### config.mk
export PLATFORM = sky130hd
export DESIGN_NAME = mux8_arbiter
export DESIGN_NICKNAME = d
export VERILOG_FILES = /design/src/rtl/mux8_arbiter.sv
export SDC_FILE = /design/constraint.sdc
export NUM_CORES = 1
export LEC_CHECK = 0
export CAP_MARGIN = 10
export CORE_MARGIN = 5
export CORE_UTILIZATION = 36
export DETAILED_ROUTE_END_ITERATION = 7
export GPL_ROUTABILITY_DRIVEN = 0
export GPL_TIMING_DRIVEN = 1
export PLACE_DENSITY = 0.75
export SLEW_MARGIN = 40
export SYNTH_ARGS = -nofsm -noshare
export SYNTH_HDL_FRONTEND = slang
export SYNTH_SLANG_ARGS = --single-unit
### constraint.sdc
create_clock -name clk -period 1.4 [get_ports clk]
set_input_delay 0.28 -clock clk [delete_from_list [all_inputs] [get_ports clk]]
set_output_delay 0.28 -clock clk [all_outputs]
set_load 0.02 [all_outputs]
### src/rtl/mux8_arbiter.sv
// Two-requester burst arbiter feeding a registered 8-bit 2:1 mux with a valid/ready output.
// Optional per-grant beat limit is compiled in with `define MUX8_ARB_TIMEOUT_EN.
module mux8_arbiter (
  input  logic       clk,
  input  logic       reset,
  input  logic       req_a,
  input  logic       req_b,
  input  logic [7:0] data_a,
  input  logic [7:0] data_b,
  input  logic       last_a,
  input  logic       last_b,
  input  logic       out_ready,
  output logic       gnt_a,
  output logic       gnt_b,
  output logic       sel,
  output logic [7:0] out_data,
  output logic       out_valid,
  output logic       busy,
  output logic [1:0] dbg_state_o
);

  // Handshake: a beat moves from the granted requester when req && load, where
  // load = !out_valid || out_ready; out_data/out_valid move downstream on out_valid && out_ready.
  typedef enum logic [1:0] {IDLE = 2'd0, GRANT_A = 2'd1, GRANT_B = 2'd2} state_e;

  state_e     state_q, state_d;
  logic       last_srv_q, last_srv_d;   // 0 = A served last, 1 = B served last
  logic [7:0] out_data_q, out_data_d;
  logic       out_valid_q, out_valid_d;

  logic load, accept_a, accept_b, accept;
  logic timeout_a, timeout_b;

  assign load     = !out_valid_q || out_ready;
  assign accept_a = (state_q == GRANT_A) && req_a && load;
  assign accept_b = (state_q == GRANT_B) && req_b && load;
  assign accept   = accept_a || accept_b;

`ifdef MUX8_ARB_TIMEOUT_EN
  logic [2:0] beat_cnt_q, beat_cnt_d;

  // Every grant is entered from IDLE, so clearing there restarts the count per grant.
  always_comb begin
    beat_cnt_d = beat_cnt_q;
    if (state_q == IDLE) beat_cnt_d = 3'd0;
    else if (accept)     beat_cnt_d = beat_cnt_q + 3'd1;
  end

  assign timeout_a = accept_a && (beat_cnt_q == 3'd7) && req_b;
  assign timeout_b = accept_b && (beat_cnt_q == 3'd7) && req_a;

  always_ff @(posedge clk) begin
    if (reset) beat_cnt_q <= 3'd0;
    else       beat_cnt_q <= beat_cnt_d;
  end
`else
  assign timeout_a = 1'b0;
  assign timeout_b = 1'b0;
`endif

  always_comb begin
    state_d    = state_q;
    last_srv_d = last_srv_q;
    case (state_q)
      IDLE: begin
        if (req_a && (!req_b || last_srv_q)) state_d = GRANT_A;
        else if (req_b)                      state_d = GRANT_B;
      end
      GRANT_A: begin
        if (accept_a && (last_a || timeout_a)) begin
          state_d    = IDLE;
          last_srv_d = 1'b0;
        end
      end
      GRANT_B: begin
        if (accept_b && (last_b || timeout_b)) begin
          state_d    = IDLE;
          last_srv_d = 1'b1;
        end
      end
      default: state_d = IDLE;
    endcase
  end

  always_comb begin
    out_data_d  = out_data_q;
    out_valid_d = out_valid_q;
    if (accept) begin
      out_data_d  = accept_b ? data_b : data_a;
      out_valid_d = 1'b1;
    end else if (load) begin
      out_valid_d = 1'b0;
    end
  end

  always_ff @(posedge clk) begin
    if (reset) begin
      state_q     <= IDLE;
      last_srv_q  <= 1'b1;
      out_data_q  <= 8'h00;
      out_valid_q <= 1'b0;
    end else begin
      state_q     <= state_d;
      last_srv_q  <= last_srv_d;
      out_data_q  <= out_data_d;
      out_valid_q <= out_valid_d;
    end
  end

  assign gnt_a       = (state_q == GRANT_A);
  assign gnt_b       = (state_q == GRANT_B);
  assign sel         = gnt_b;
  assign busy        = (state_q != IDLE);
  assign out_data    = out_data_q;
  assign out_valid   = out_valid_q;
  assign dbg_state_o = state_q;

endmodule
# Yosys cells after proc, flatten, opt, wreduce, memory -nomap -nowiden
# Cells that the tools add are included.
classes:
  reduce_logical: 18
  n_div: 0
  muxes: 11
  magnitude_cmp: 0
  add_sub_neg: 0
  n_shift: 0
  n_mul: 0
  n_eq_ne: 5
  n_bitwise: 0
ops:
  columns: ["operator", "n"]
  rows:
  - ["2-bit 2-to-1 mux", 4]
  - ["8-bit 2-to-1 mux", 1]
  - ["1-bit logical AND", 7]
  - ["2-bit one-hot mux with 3 select lines", 1]
  - ["3-bit AND reduction", 2]
  - ["2-bit nonzero test", 3]
  - ["1-bit 2-to-1 mux", 4]
  - ["2-bit by 1-bit != test with 1-bit output, second input constant", 2]
  - ["1-bit logical OR", 3]
  - ["3-bit != test, second input constant", 1]
  - ["2-bit by 1-bit equality test with 1-bit output, second input constant", 1]
  - ["2-bit equality test, second input constant", 1]
  - ["1-bit zero test", 2]
  - ["2-bit zero test", 1]
  - ["1-bit one-hot mux with 2 select lines", 1]
word_totals:
  ff_bits: 12
  mem_bits_rw: 0
  latch_bits: 0
  rom_bits: 0
  word_cells: 38
  memories: 0

# Longest topological paths before layout
depth:
  ltp_word: 6
  mapped_depth: 4
  mapped_depth_nobuf: 3

# Worst setup path before layout
# OpenSTA, ideal clock, no wires.
synth_path:
  path_kind: "flip-flop to output port"
  from: "register state_q[1] (netlist: dbg_state_o[1])"
  to: "output sel"
  t_arrival_ns: 1.196
  stages_incl_launch_ff: 4
  slack_ns: -0.076
  path_cell_list: "dfxtp_1 -> buf_6 -> nor2b_1 -> buf_4"
synth_via:
  elab_chain_cells: 1
synth_rtl:
  columns: ["item", "line", "rtl"]
  rows:
  - ["start, declared", "26", "state_e state_q, state_d;"]
  - ["start signal, assigned", "103", "state_q <= state_d;"]
  - ["2-bit equality test", "111", "assign gnt_b = (state_q == GRANT_B);"]
  - ["end, declared", "15", "output logic sel,"]
# No other way between the ends.

# Worst setup path in the final report
layout_path:
  from: "input req_a"
  to: "register out_data_q[6] (netlist: out_data[6])"
layout_via:
  elab_chain_cells: 3
layout_rtl:
  columns: ["item", "line", "rtl"]
  rows:
  - ["start, declared", "6", "input logic req_a,"]
  - ["1-bit logical AND (2 in a row)", "35", "assign accept_a = (state_q == GRANT_A) && req_a && load;"]
  - ["1-bit logical OR", "37", "assign accept = accept_a || accept_b;"]
  - ["end signal, assigned", "105", "out_data_q <= out_data_d;"]
  - ["end, declared", "28", "logic [7:0] out_data_q, out_data_d;"]
# No other way between the ends.
# A chain may end at the register's enable or synchronous reset.

==> flow_metrics.tcl <==
set metrics [dict create \
    worstPathMaxFanout 9 \
    setup_violations 0 \
    final_nets 141 \
    combPwrFrac_pct 32.4 \
    seqPwrFrac_pct 39.7 \
    die_area_um2 2780 \
    slew_headroom_pct 77.8 \
    clkPwrFrac_pct 27.9 \
    slew_viol_final 0 \
    drt-wirelength-per-cell_um 14.8 \
    rows 15 \
    multi_input_area_um2 357 \
    cts-root-buf "clkbuf_4" \
    fin_crit_ps 1360 \
    port_buffers 37 \
    cts_made_buffers 3 \
    fmax_mhz 734 \
    track_usage_pct 15.9 \
    path_cells "clkdlybuf4s50_1 -> and3b_2 -> o21ai_4 -> a221oi_1" \
    cts_tree "built" \
    grt_pass1_vias 750 \
    yosys.cell_types.count 26 \
    p_int_uw 689 \
    vias_per_cell 5.14 \
    critPathLaunchType "input pin" \
    place_inst 138 \
    cp.arrival_ps 1510 \
    drt_first_pass_iters 4 \
    maxCapViolations 0 \
    vias 730 \
    dieWidth_um 52.8 \
    io_pins 38 \
    fill_cells 169 \
    core_area_um2 1730 \
    antenna_left 0 \
    irDropWorstVdd_mv 0.812 \
    start_util_pct 38.1 \
    p_sw_share_pct 29.5 \
    rsz0062_at_grt "true" \
    crit_type "input pin to flip-flop" \
    netlist_area_um2 658 \
    register_area_um2 245 \
    crit_family "buffers and inverters" \
    synth_seq_area_share_pct 36.5 \
    grt_overflow 0 \
    hold_path.class "flip-flop to flip-flop" \
    path_clk_slew_ps 70 \
    drive_above_1_share_pct 22.2 \
    end_kind "flip-flop" \
    cpPeakStageDelay_ps 490 \
    yosys_warnings 0 \
    synth-seq-cells 12 \
    timing.setup.tns_ps 0 \
    crit_slowest_cell "clkdlybuf4s50_1" \
    htree_levels 1 \
    clk_path_buf_depth 2 \
    hold_viol 0 \
    area_delta_synth_final_pct 68.3 \
    syn_nets 97 \
    fin_crit_sh_pct 97.3 \
    worstSkewPairLatency_ps 280 \
    crit_buf_inv 1 \
    grt_start_max_net_pins 16 \
    drt_wl_total_mm 2.10 \
    antenna_found_initial 0 \
    place_hpwl_mm 1.59 \
    drt_iter0_drc 5 \
    cts_sinks 12 \
    p_leak_uw 0.000465 \
    syn_inst 74 \
    grt_pass1_wl_mm 3.26 \
    finClkSkew_ps 2.91 \
    cts_hold_buf 0 \
    tightestPinTransition_ps 332 \
    n_antenna_cell 0 \
    die_h_um 52.8 \
    drc 0 \
    avgSynthCellArea_um2 8.89 \
    instances_no_fill 142 \
    p_sw_uw 289 \
    p_per_area_nw_per_um2 884 \
    outcome "finished, final reports clean" \
    cp.required_ps 1540 \
]
==> cells by family (layout without fill, tap and decap cells) <==
group | count (synthesis) | after routing | share of synthesized area, %
AOI/OAI and AO/OA | 22 | 22 | 29.3
and+or+nand+nor | 24 | 24 | 23.2
DFF | 12 | 12 | 36.5
buffers and inverters | 16 | 59 | 11.0
==> layout by cell type (no fill, tap or decap) <==
master,count
a21oi_1,3
a31oi_1,1
nor4_1,1
nand4_1,1
clkbuf_2,1
or2_2,1
dfxtp_2,1
nor4b_1,1
a221oi_2,2
nor2b_1,1
nand3_1,1
nor2b_2,2
clkbuf_4,3
dlygate4sd2_1,11
a32o_1,1
nand2_1,3
clkbuf_8,1
a311o_1,1
o32ai_1,7
o22ai_1,1
buf_4,9
a221oi_1,5
and4_1,1
buf_2,3
and3b_2,1
nand2b_1,10
o21ai_4,1
dfxtp_1,10
inv_1,9
clkdlybuf4s50_1,22
and3b_1,1
dfxtp_4,1
==> what timing repair did <==
| action | 4_1_cts | 5_1_grt |
|---|---|---|
| resized for setup | 25 | 5 |
| endpoints found under the hold margin | 0 | 0 |
| setup buffers | 0 | 0 |
| endpoints found under the setup margin | 17 | 6 |
==> cells in the mapped netlist <==
| cell | count | share of area [%] |
|---|---|---|
| nand4_1 | 1 | 0.95 |
| buf_6 | 1 | 1.7 |
| a31oi_1 | 1 | 0.95 |
| a221oi_1 | 6 | 8.0 |
| and3b_1 | 1 | 1.3 |
| o32ai_1 | 7 | 9.3 |
| nor4_1 | 1 | 0.95 |
| dfxtp_1 | 12 | 37 |
| nand2_1 | 3 | 1.7 |
| nor2b_1 | 3 | 2.9 |
| clkbuf_1 | 4 | 2.3 |
| o22ai_1 | 1 | 0.95 |
| a221oi_2 | 1 | 2.3 |
| a32o_1 | 1 | 1.5 |
| and4_1 | 1 | 1.3 |
| nand2b_1 | 10 | 9.5 |
| o21ai_4 | 1 | 2.5 |
| nor4b_1 | 1 | 1.3 |
| a311o_1 | 1 | 1.5 |
| and3b_2 | 1 | 1.5 |
| inv_1 | 9 | 5.1 |
| a21oi_1 | 3 | 2.3 |
| buf_4 | 1 | 1.1 |
| buf_2 | 1 | 0.76 |
| or2_2 | 1 | 0.95 |
| nand3_1 | 1 | 0.76 |
==> state kept, by name (all words and copies together) (netlist names) <==
| name | flops |
|---|---|
| last_srv_q | 1 |
| out_data | 8 |
| out_valid | 1 |
| dbg_state_o | 2 |
==> power groups by stage <==
stage / logic, µW / clock network, µW / registers (µW)
final: 317 / 273 / 389
after global routing: 339 / 298 / 393
after CTS: 318 / 285 / 390
after detailed placement: 342 / 0 / 398
after global placement: 336 / 0 / 397
after floorplan: 131 / 0 / 430
==> worst paths after layout <==
check,slack (ps),startpoint,cells past startpoint,end
worst max-delay path,40,req_a,4,out_data[6]
worst min-delay path,460,out_data[2],2,out_data[2]
worst max register to register,50,dbg_state_o[1],4,out_data[6]
worst min register to register,460,out_data[2],2,out_data[2]
==> per-layer routing <==
layer	routed length, µm	global-route usage, %	vias up
met2	1020	25.4	36
li1	-	-	359
met5	0	0	-
met1	838	19.0	331
met3	198	4.27	4
met4	42	8.94	0
==> worst register-to-register path, cell delays in order, from the launching register on <==
cell and delay, ps:
dfxtp_4 370, buf_4 150, and3b_2 240, o21ai_4 320, a221oi_1 140
==> per-stage QoR <==
step,util [%],setup slack [ps],hold slack [ps],area [µm²],power [µW]
floorplan,-,33.6,386,663,562
global placement,63.3,-165,447,1090,733
detailed placement,63.3,-217,455,1090,740
CTS,64.6,12.2,464,1120,992
global route,64.1,-26.3,475,1110,1030
finish,64.1,37.8,460,1110,978
==> final cells by class <==
type,instances,area share [%]
inverters,9,3.05
multi-input cells,46,32.2
clock buffers,4,3.28
flip-flops and latches,12,22.1
well taps,25,2.82
repair buffers,46,36.5
No activity file was read; power rests on OpenSTA's default activity.
==> edit (config.mk and constraints unchanged) <==
Register the output `dbg_state_o` once more, with the module's reset; this adds one clock of latency there. The other outputs are not delayed to match.
--- a/src/rtl/mux8_arbiter.sv
+++ b/src/rtl/mux8_arbiter.sv
@@ -114,5 +114,11 @@
   assign out_data    = out_data_q;
   assign out_valid   = out_valid_q;
-  assign dbg_state_o = state_q;
+  always_ff @(posedge clk) begin
+    if (reset) begin
+      dbg_state_o <= '0;
+    end else begin
+      dbg_state_o <= state_q;
+    end
+  end
 
 endmodule
Behaviour: not the same (Yosys sat finds a counterexample within 4 cycles, from zero or initial values and one cycle with reset high).
==> edit against the original RTL <==
- setup slack gained 45 ps
- synthesized area up 16%
- final cell count up 9.2%
- die area rose by 13%
- sequential share of layout area up 1.1 points
- routed wire length is 5.2% higher
- register-to-register slack better by 50 ps
- critical path type unchanged
- sequential cell count is 2 higher
- total power rose by 2.2%
- design area grew 9.0%
==> edit: results (changes against the original RTL) <==
outcome: "completed"
vdd.ir_drop.worst_uv: 552  # -32%
yosysSeqAreaShare_pct: 36.8  # +0.28 points
cp_max_fo: 8  # -1
detail_route.wirelength.met1_um: 933  # +11%
maxSlewHeadroom_pct: 78.9  # +1.1 points
grt_pass1_wl_um: 3700  # +13%
post_cts.repair.setup_buffers: 0  # unchanged
wl_um: 2210  # +5.2%
synth.yosys.warnings: 0  # unchanged
grtUsageTotal_pct: 14.6  # -1.3 points
finalClockSkew_ps: 3.03  # +0.122 ps
synth.lib_cells_used.distinct: 28  # +7.7%
filler_cells: 188  # +11%
fin_crit_ps: 1320  # -44.9 ps
post-dp-hpwl_um: 1710  # +7.7%
internal_power_uw: 696  # +1.0%
crit-reg2reg-launch: "state_q[0]$_SDFFE_PP0P_"
arrival_time_of_data_at_the_critical_path_endpoint_ps: 1480  # -30 ps
critPathCapture: "out_data[0]$_SDFFE_PP0P_"
worst_hold_path_type: "flop to flop"
highest_cell_delay_on_the_worst_timing_path_ps: 520  # +30 ps
postSynthNetCount: 103  # +6.2%
antenna_found_initial: 0  # unchanged
via_count_of_the_first_global_routing_pass: 848  # +13%
fraction_of_layout_cells_with_a_size_suffix_above_1_pct: 25.0  # +2.8 points
nNetsFinal: 153  # +8.5%
pre_cts_slack_ps: -224  # -7.24 ps
route.detailed.vias_per_inst: 5.33  # +3.7%
numPortBuffers: 37  # unchanged
crit_path_start: "out_ready"
grt_max_degree: 9  # -7
p_leak_uw: 0.000570  # +23%
post_synth_most_frequent_cells: "sky130_fd_sc_hd__dfxtp_1, sky130_fd_sc_hd__a21oi_1, sky130_fd_sc_hd__mux2i_1, sky130_fd_sc_hd__o311ai_1, sky130_fd_sc_hd__or3b_2"
synth_area_leaders: "sky130_fd_sc_hd__dfxtp_1, sky130_fd_sc_hd__mux2i_1, sky130_fd_sc_hd__o311ai_1, sky130_fd_sc_hd__or3b_2, sky130_fd_sc_hd__a21oi_1"
worst-r2r-setup-slack_ps: 100  # +50 ps
edit: worst min path at each step:
| stage | from | to | slack (ps) | cells past startpoint |
|---|---|---|---|---|
| after floorplan | reset | dbg_state_o[0]$_SDFF_PP0_ | 350 | 1 |
| after detailed placement | out_data[3]$_SDFFE_PP0P_ | out_data[3]$_SDFFE_PP0P_ | 520 | 2 |
| after CTS | out_data[3]$_SDFFE_PP0P_ | out_data[3]$_SDFFE_PP0P_ | 530 | 2 |
| final | out_data[3]$_SDFFE_PP0P_ | out_data[3]$_SDFFE_PP0P_ | 520 | 2 |
| after global routing | out_data[3]$_SDFFE_PP0P_ | out_data[3]$_SDFFE_PP0P_ | 540 | 2 |
| after global placement | out_data[3]$_SDFFE_PP0P_ | out_data[3]$_SDFFE_PP0P_ | 490 | 2 |
edit: power groups by stage:
| stage | registers, µW | logic (µW) | clock network, µW |
|---|---|---|---|
| after detailed placement | 459 | 349 | 0 |
| after global placement | 460 | 343 | 0 |
| after CTS | 450 | 326 | 233 |
| after floorplan | 491 | 129 | 0 |
| after global routing | 455 | 344 | 250 |
| final | 450 | 320 | 230 |
edit: critical path, delay by kind of cell:
kind	cells	cell delay (ps)
compound gates	2	180
simple gates	1	490
buf+inv	1	520
edit: cells by family after synthesis:
group	after synthesis	synth area share, %
buffers and inverters	9	8.04
muxes	7	9.20
DFF	14	36.8
and+or+nand+nor	23	20.5
AOI/OAI and AO/OA	27	25.5
edit: per-layer routing:
layer | global-route usage [%] | vias up
li1 | - | 404
met1 | 16.3 | 382
met2 | 23.4 | 34
met3 | 6.26 | 6
met4 | 7.46 | 0
met5 | 0 | -
edit: timing repair:
action	CTS	global route
hold buffers	0	0
gates resized for setup	21	5
setup endpoints to repair	15	4
edit: stage by stage:
| stage | cells | area, µm² | util, % |
|---|---|---|---|
| 3_3_place_gp | 152 | 1220 | 61.4 |
| 6_report | 155 | 1210 | 60.9 |
| 3_5_place_dp | 152 | 1220 | 61.4 |
| 5_1_grt | 155 | 1210 | 60.9 |
| 4_1_cts | 155 | 1220 | 61.6 |
| 2_1_floorplan | 80 | 762 | - |
edit: layout make-up:
| cell class | count | area [µm²] | area share [%] |
|---|---|---|---|
| repair buffers | 50 | 434 | 36.0 |
| multi-input cells | 57 | 422 | 34.9 |
| flip-flops and latches | 14 | 280 | 23.2 |
| well taps | 27 | 33.8 | 2.80 |
| clock buffers | 3 | 22.5 | 1.87 |
| inverters | 4 | 15.0 | 1.24 |
